[src/rtl/uart_byte_serializer.sv]
// 8N1 UART transmitter: latches one byte per tx_en and shifts it out LSB first.
// Define UART_TX_PARITY_EN to insert an even-parity bit between data and stop.
module uart_byte_serializer #(
   parameter int CLK_FREQ = 50_000_000,
   parameter int BAUD     = 115200
) (
   input  logic       sys_clk,
   input  logic       sys_rst_n,
   input  logic       tx_en,
   input  logic [7:0] tx_data,
   output logic       uart_tx,
   output logic       tx_done,
   output logic       tx_busy
);

   localparam int BIT_CYCLES = (CLK_FREQ + BAUD / 2) / BAUD;
   localparam int CW         = (BIT_CYCLES > 1) ? $clog2(BIT_CYCLES) : 1;
   localparam logic [CW-1:0] CNT_LAST = CW'(BIT_CYCLES - 1);

`ifdef UART_TX_PARITY_EN
   typedef enum logic [2:0] {IDLE, START, DATA, PARITY, STOP} state_t;
`else
   typedef enum logic [1:0] {IDLE, START, DATA, STOP} state_t;
`endif

   state_t          state_reg, state_next;
   logic [CW-1:0]   cnt_reg, cnt_next;
   logic [2:0]      bit_reg, bit_next;
   logic [7:0]      shift_reg, shift_next;
   logic            uart_tx_reg, uart_tx_next;
   logic            tx_done_reg, tx_done_next;
   logic            bit_end;

   always_ff @(posedge sys_clk or negedge sys_rst_n) begin
      if (!sys_rst_n) begin
         state_reg   <= IDLE;
         cnt_reg     <= '0;
         bit_reg     <= '0;
         shift_reg   <= '0;
         uart_tx_reg <= 1'b1;
         tx_done_reg <= 1'b0;
      end else begin
         state_reg   <= state_next;
         cnt_reg     <= cnt_next;
         bit_reg     <= bit_next;
         shift_reg   <= shift_next;
         uart_tx_reg <= uart_tx_next;
         tx_done_reg <= tx_done_next;
      end
   end

   always_comb begin
      state_next = state_reg;
      cnt_next   = cnt_reg + CW'(1);
      bit_next   = bit_reg;
      shift_next = shift_reg;
      bit_end    = (cnt_reg == CNT_LAST);

      case (state_reg)
         IDLE: begin
            cnt_next = '0;
            bit_next = '0;
            if (tx_en) begin
               state_next = START;
               shift_next = tx_data;
            end
         end
         START: begin
            if (bit_end) begin
               state_next = DATA;
               cnt_next   = '0;
            end
         end
         DATA: begin
            if (bit_end) begin
               cnt_next = '0;
               if (bit_reg == 3'd7) begin
                  bit_next = '0;
`ifdef UART_TX_PARITY_EN
                  state_next = PARITY;
`else
                  state_next = STOP;
`endif
               end else begin
                  bit_next = bit_reg + 3'd1;
               end
            end
         end
`ifdef UART_TX_PARITY_EN
         PARITY: begin
            if (bit_end) begin
               state_next = STOP;
               cnt_next   = '0;
            end
         end
`endif
         STOP: begin
            if (bit_end) begin
               state_next = IDLE;
               cnt_next   = '0;
            end
         end
         default: begin
            state_next = IDLE;
            cnt_next   = '0;
         end
      endcase

      // Line and done are registered from the upcoming state so the start bit
      // appears on the very edge that accepts the request.
      case (state_next)
         START:   uart_tx_next = 1'b0;
         DATA:    uart_tx_next = shift_next[bit_next];
`ifdef UART_TX_PARITY_EN
         PARITY:  uart_tx_next = ^shift_next;
`endif
         default: uart_tx_next = 1'b1;
      endcase
      tx_done_next = (state_next == STOP) && (cnt_next == CNT_LAST);
   end

   assign uart_tx = uart_tx_reg;
   assign tx_done = tx_done_reg;
   // The accept cycle itself counts as busy, so the request is flagged before the edge.
   assign tx_busy = (state_reg != IDLE) || tx_en;

endmodule

[config.mk]
export PLATFORM = sky130hd
export DESIGN_NAME = uart_byte_serializer
export DESIGN_NICKNAME = d
export VERILOG_FILES = /design/src/rtl/uart_byte_serializer.sv
export SDC_FILE = /design/constraint.sdc
export NUM_CORES = 1
export LEC_CHECK = 0
export BUFFER_PORTS_ARGS = -buffer_cell sky130_fd_sc_hd__buf_2
export CELL_PAD_IN_SITES_DETAIL_PLACEMENT = 1
export CELL_PAD_IN_SITES_GLOBAL_PLACEMENT = 2
export CORE_MARGIN = 2
export CORE_UTILIZATION = 30
export CTS_CLUSTER_DIAMETER = 150
export DETAILED_ROUTE_END_ITERATION = 16
export HOLD_SLACK_MARGIN = 0.05
export PLACE_DENSITY_LB_ADDON = 0.3
export SYNTH_ARGS = -nofsm -noshare
export SYNTH_HDL_FRONTEND = slang
export SYNTH_SLANG_ARGS = --single-unit
[constraint.sdc]
create_clock -name sys_clk -period 3.7 [get_ports sys_clk]
set_input_delay 0.185 -clock sys_clk [delete_from_list [all_inputs] [get_ports sys_clk]]
set_output_delay 0.185 -clock sys_clk [all_outputs]
set_load 0.05 [all_outputs]
==> results.ini <==
[run_status]
status=finished, final reports clean

[routing]
ant_nets=0
drt_wl_total_um=2830
drt_iter0_drc=43
drt-wirelength-per-cell_um=14.6
dr.pass1.iters=4
drc_errors=0
avgViaCountPerCell=5.10
dr_total_vias=989

[die]
die_x_um=71.0
core-area_mm2=0.00432
io_pins=14
dieArea_mm2=0.00504
dieHeight_um=71.0
start_util_pct=31.1
row_count=24

[critical_path]
critPathLaunchType=flip-flop
critPathMaxStageDelay_ns=0.41
crit_buf_inv=1
path_max_fanout=7
slowest_stage=dfrtp_1
end_kind=flip-flop
crit_required_ns=3.91
worstSetupPathType=flip-flop to flip-flop
critPathTopFamily=multiplexers
worstPathCellList=inv_1 > ha_1 > and4bb_2 > and2_1 > mux2i_4 > mux2_2 > a221o_1 > o2111a_1
critPathArrivalTime_ns=2.65

[global_routing]
grt_usage_pct=12.5
grt_pass1_vias=1023
grt_first_pass_wirelength_um=5010
grt-ovfl-total=0
grt_max_degree=25
antenna_found_initial=0

[timing]
holdWs_ns=0.137
clock.fmax_ghz=0.409
finalSetupTns_ns=0
clock_skew_ns=0.00584
setup_viol=0
min_period_over_period_pct=66.0
worst_pin_slew_ns=0.657
final.min_clock_period_ns=2.44
slew_headroom_pct=55.9
setup_ws_ns=1.26
final_max_slew_viol_count=0
hold_viol_final=0
rsz0062_at_grt=false

[power]
finalPower_mw=0.756
power_leakage_nw=0.657
p_per_area_mw_per_mm2=502
max-vdd-ir-drop_mv=0.149

[synth]
syn-mean-instance-area_um2=10.3
ys_seq_elements=24
syn-num-nets=145
ys_seq_area_share_pct=44.7
synth_cell_types=42
synth_area_mm2=0.00135
ys_top_cells_by_area=dfrtp_1, mux2_2, nor2_1
synth.top_cell.area_share_pct=42.8
yosys.area.top_type=dfrtp_1
synth_cells=130
ys_warn_count=0

[layout]
num_antenna_cells=0
stdcell_count=194
finish.instance_area_mm2=0.00151
drive_gt1_share_pct=20.4
layout.nets=158
nFillCells=515
area_growth_pct=12.1
postLayoutCoreUtil_pct=34.9
largest_register_ff_count=9

[place]
dp_hpwl_um=2050
place_ws_ns=1.26
placed_area_mm2=0.00143
numPortBuffers=13
dp.cells=189
globalplace.congestion=0.851

[clock_network]
cts_tree=done
cts_root_buf=clkbuf_8
cts_made_buffers=3
path_clk_slew_ns=0.09
cts.path.max_buffers=2
clock_sinks=24
clkLatencyLatePin_ns=0.27
cts_resized=0
htreeDepth=1

[worst_hold_path]
hp-class=primary input to flip-flop

[flow_run]
max-cap-violations=0

[synthesized netlist by cell type, drive strengths merged]
library cell  instances
buf                   4
and4bb                1
a21o                  1
nor4bb                1
ha                    4
nand3                 4
a22oi                 1
a31oi                 2
mux2i                 4
nor2b                 1
dfrtp                23
and2                  2
clkbuf                2
inv                   5
a21oi                 4
nor3                  2
o211ai                1
a221o                 2
xnor2                 5
dfstp                 1
a22o                  2
and3b                 1
nand2                10
a221oi                1
nor2                 15
xor2                  3
and4b                 1
or2                   1
a32oi                 1
o21ai                 6
nand2b                3
or3                   2
mux2                  7
o2111a                1
nand4                 3
or3b                  1
a2111oi               1
a311oi                1
[area by class of cell]
| cell class | count | area [µm²] | share of cell area, % |
|---|---|---|---|
| Tap cell | 52 | 65.1 | 4.32 |
| Sequential cell | 24 | 602 | 39.9 |
| Timing Repair Buffer | 14 | 75.1 | 4.98 |
| Clock buffer | 3 | 41.3 | 2.74 |
| Clock inverter | 1 | 30.0 | 1.99 |
| Inverter | 5 | 18.8 | 1.24 |
| Multi-Input combinational cell | 95 | 676 | 44.8 |
[report_power, final]
group | total [mW] | internal, mW | switching [mW]
combinational | 0.153 | 0.0787 | 0.0739
sequential | 0.369 | 0.311 | 0.0578
clock | 0.235 | 0.145 | 0.0903
[tightest hold or removal path, delay by kind of cell]
family | cells | cell delay [ns]
buffers and inverters | 2 | 0.12
muxes | 1 | 0.07
[logic make-up after synthesis]
family                     Yosys count  synth area share [%]
AOI/OAI and AO/OA                   24                  12.6
DFF                                 24                  44.7
buffers and inverters               11                  5.02
xor gates and xnor gates             8                  5.21
muxes                               11                  10.0
and+or+nand+nor                     48                  18.7
adders and majority gates            4                  3.72
[routing by layer]
metal | routed length, µm | GRT usage, %
met1 | 1470 | 17.8
met2 | 1260 | 19.6
met3 | 74 | 2.56
met4 | 28 | 3.14
met5 | 0 | 0
[worst paths after layout]
| check | from | end | slack, ns | cells past startpoint |
|---|---|---|---|---|
| max | cnt_reg[1] | uart_tx | 1.26 | 8 |
| min reg2reg | shift_reg[1] | shift_reg[1] | 0.49 | 2 |
| min in group asynchronous | sys_rst_n | cnt_reg[0] | 0.43 | 2 |
| min | tx_data[1] | shift_reg[1] | 0.14 | 3 |
| max reg2reg | cnt_reg[1] | uart_tx | 1.26 | 8 |
| max in group asynchronous | sys_rst_n | state_reg[1] | 2.89 | 2 |
[layout by cell type (no fill, tap or decap), types with 2 or more instances in the layout]
cell / instances
buf_2: 13
nor3_1: 2
nand2b_1: 3
a21oi_1: 4
mux2i_1: 3
clkbuf_8: 3
a22o_1: 2
and2_1: 2
o21ai_0: 5
nor2_1: 15
xnor2_1: 5
mux2_2: 6
ha_1: 4
nand4_1: 3
a221o_1: 2
a31oi_1: 2
inv_1: 5
xor2_1: 3
nand2_1: 10
nand3_1: 4
or3_1: 2
dfrtp_1: 23
[what timing repair did]
item                                   4_1_cts  5_1_grt
hold buffers                                 1        0
endpoints found under the hold margin       23        0
buffers inserted                             0        0
(Power assumes the default switching activity.)
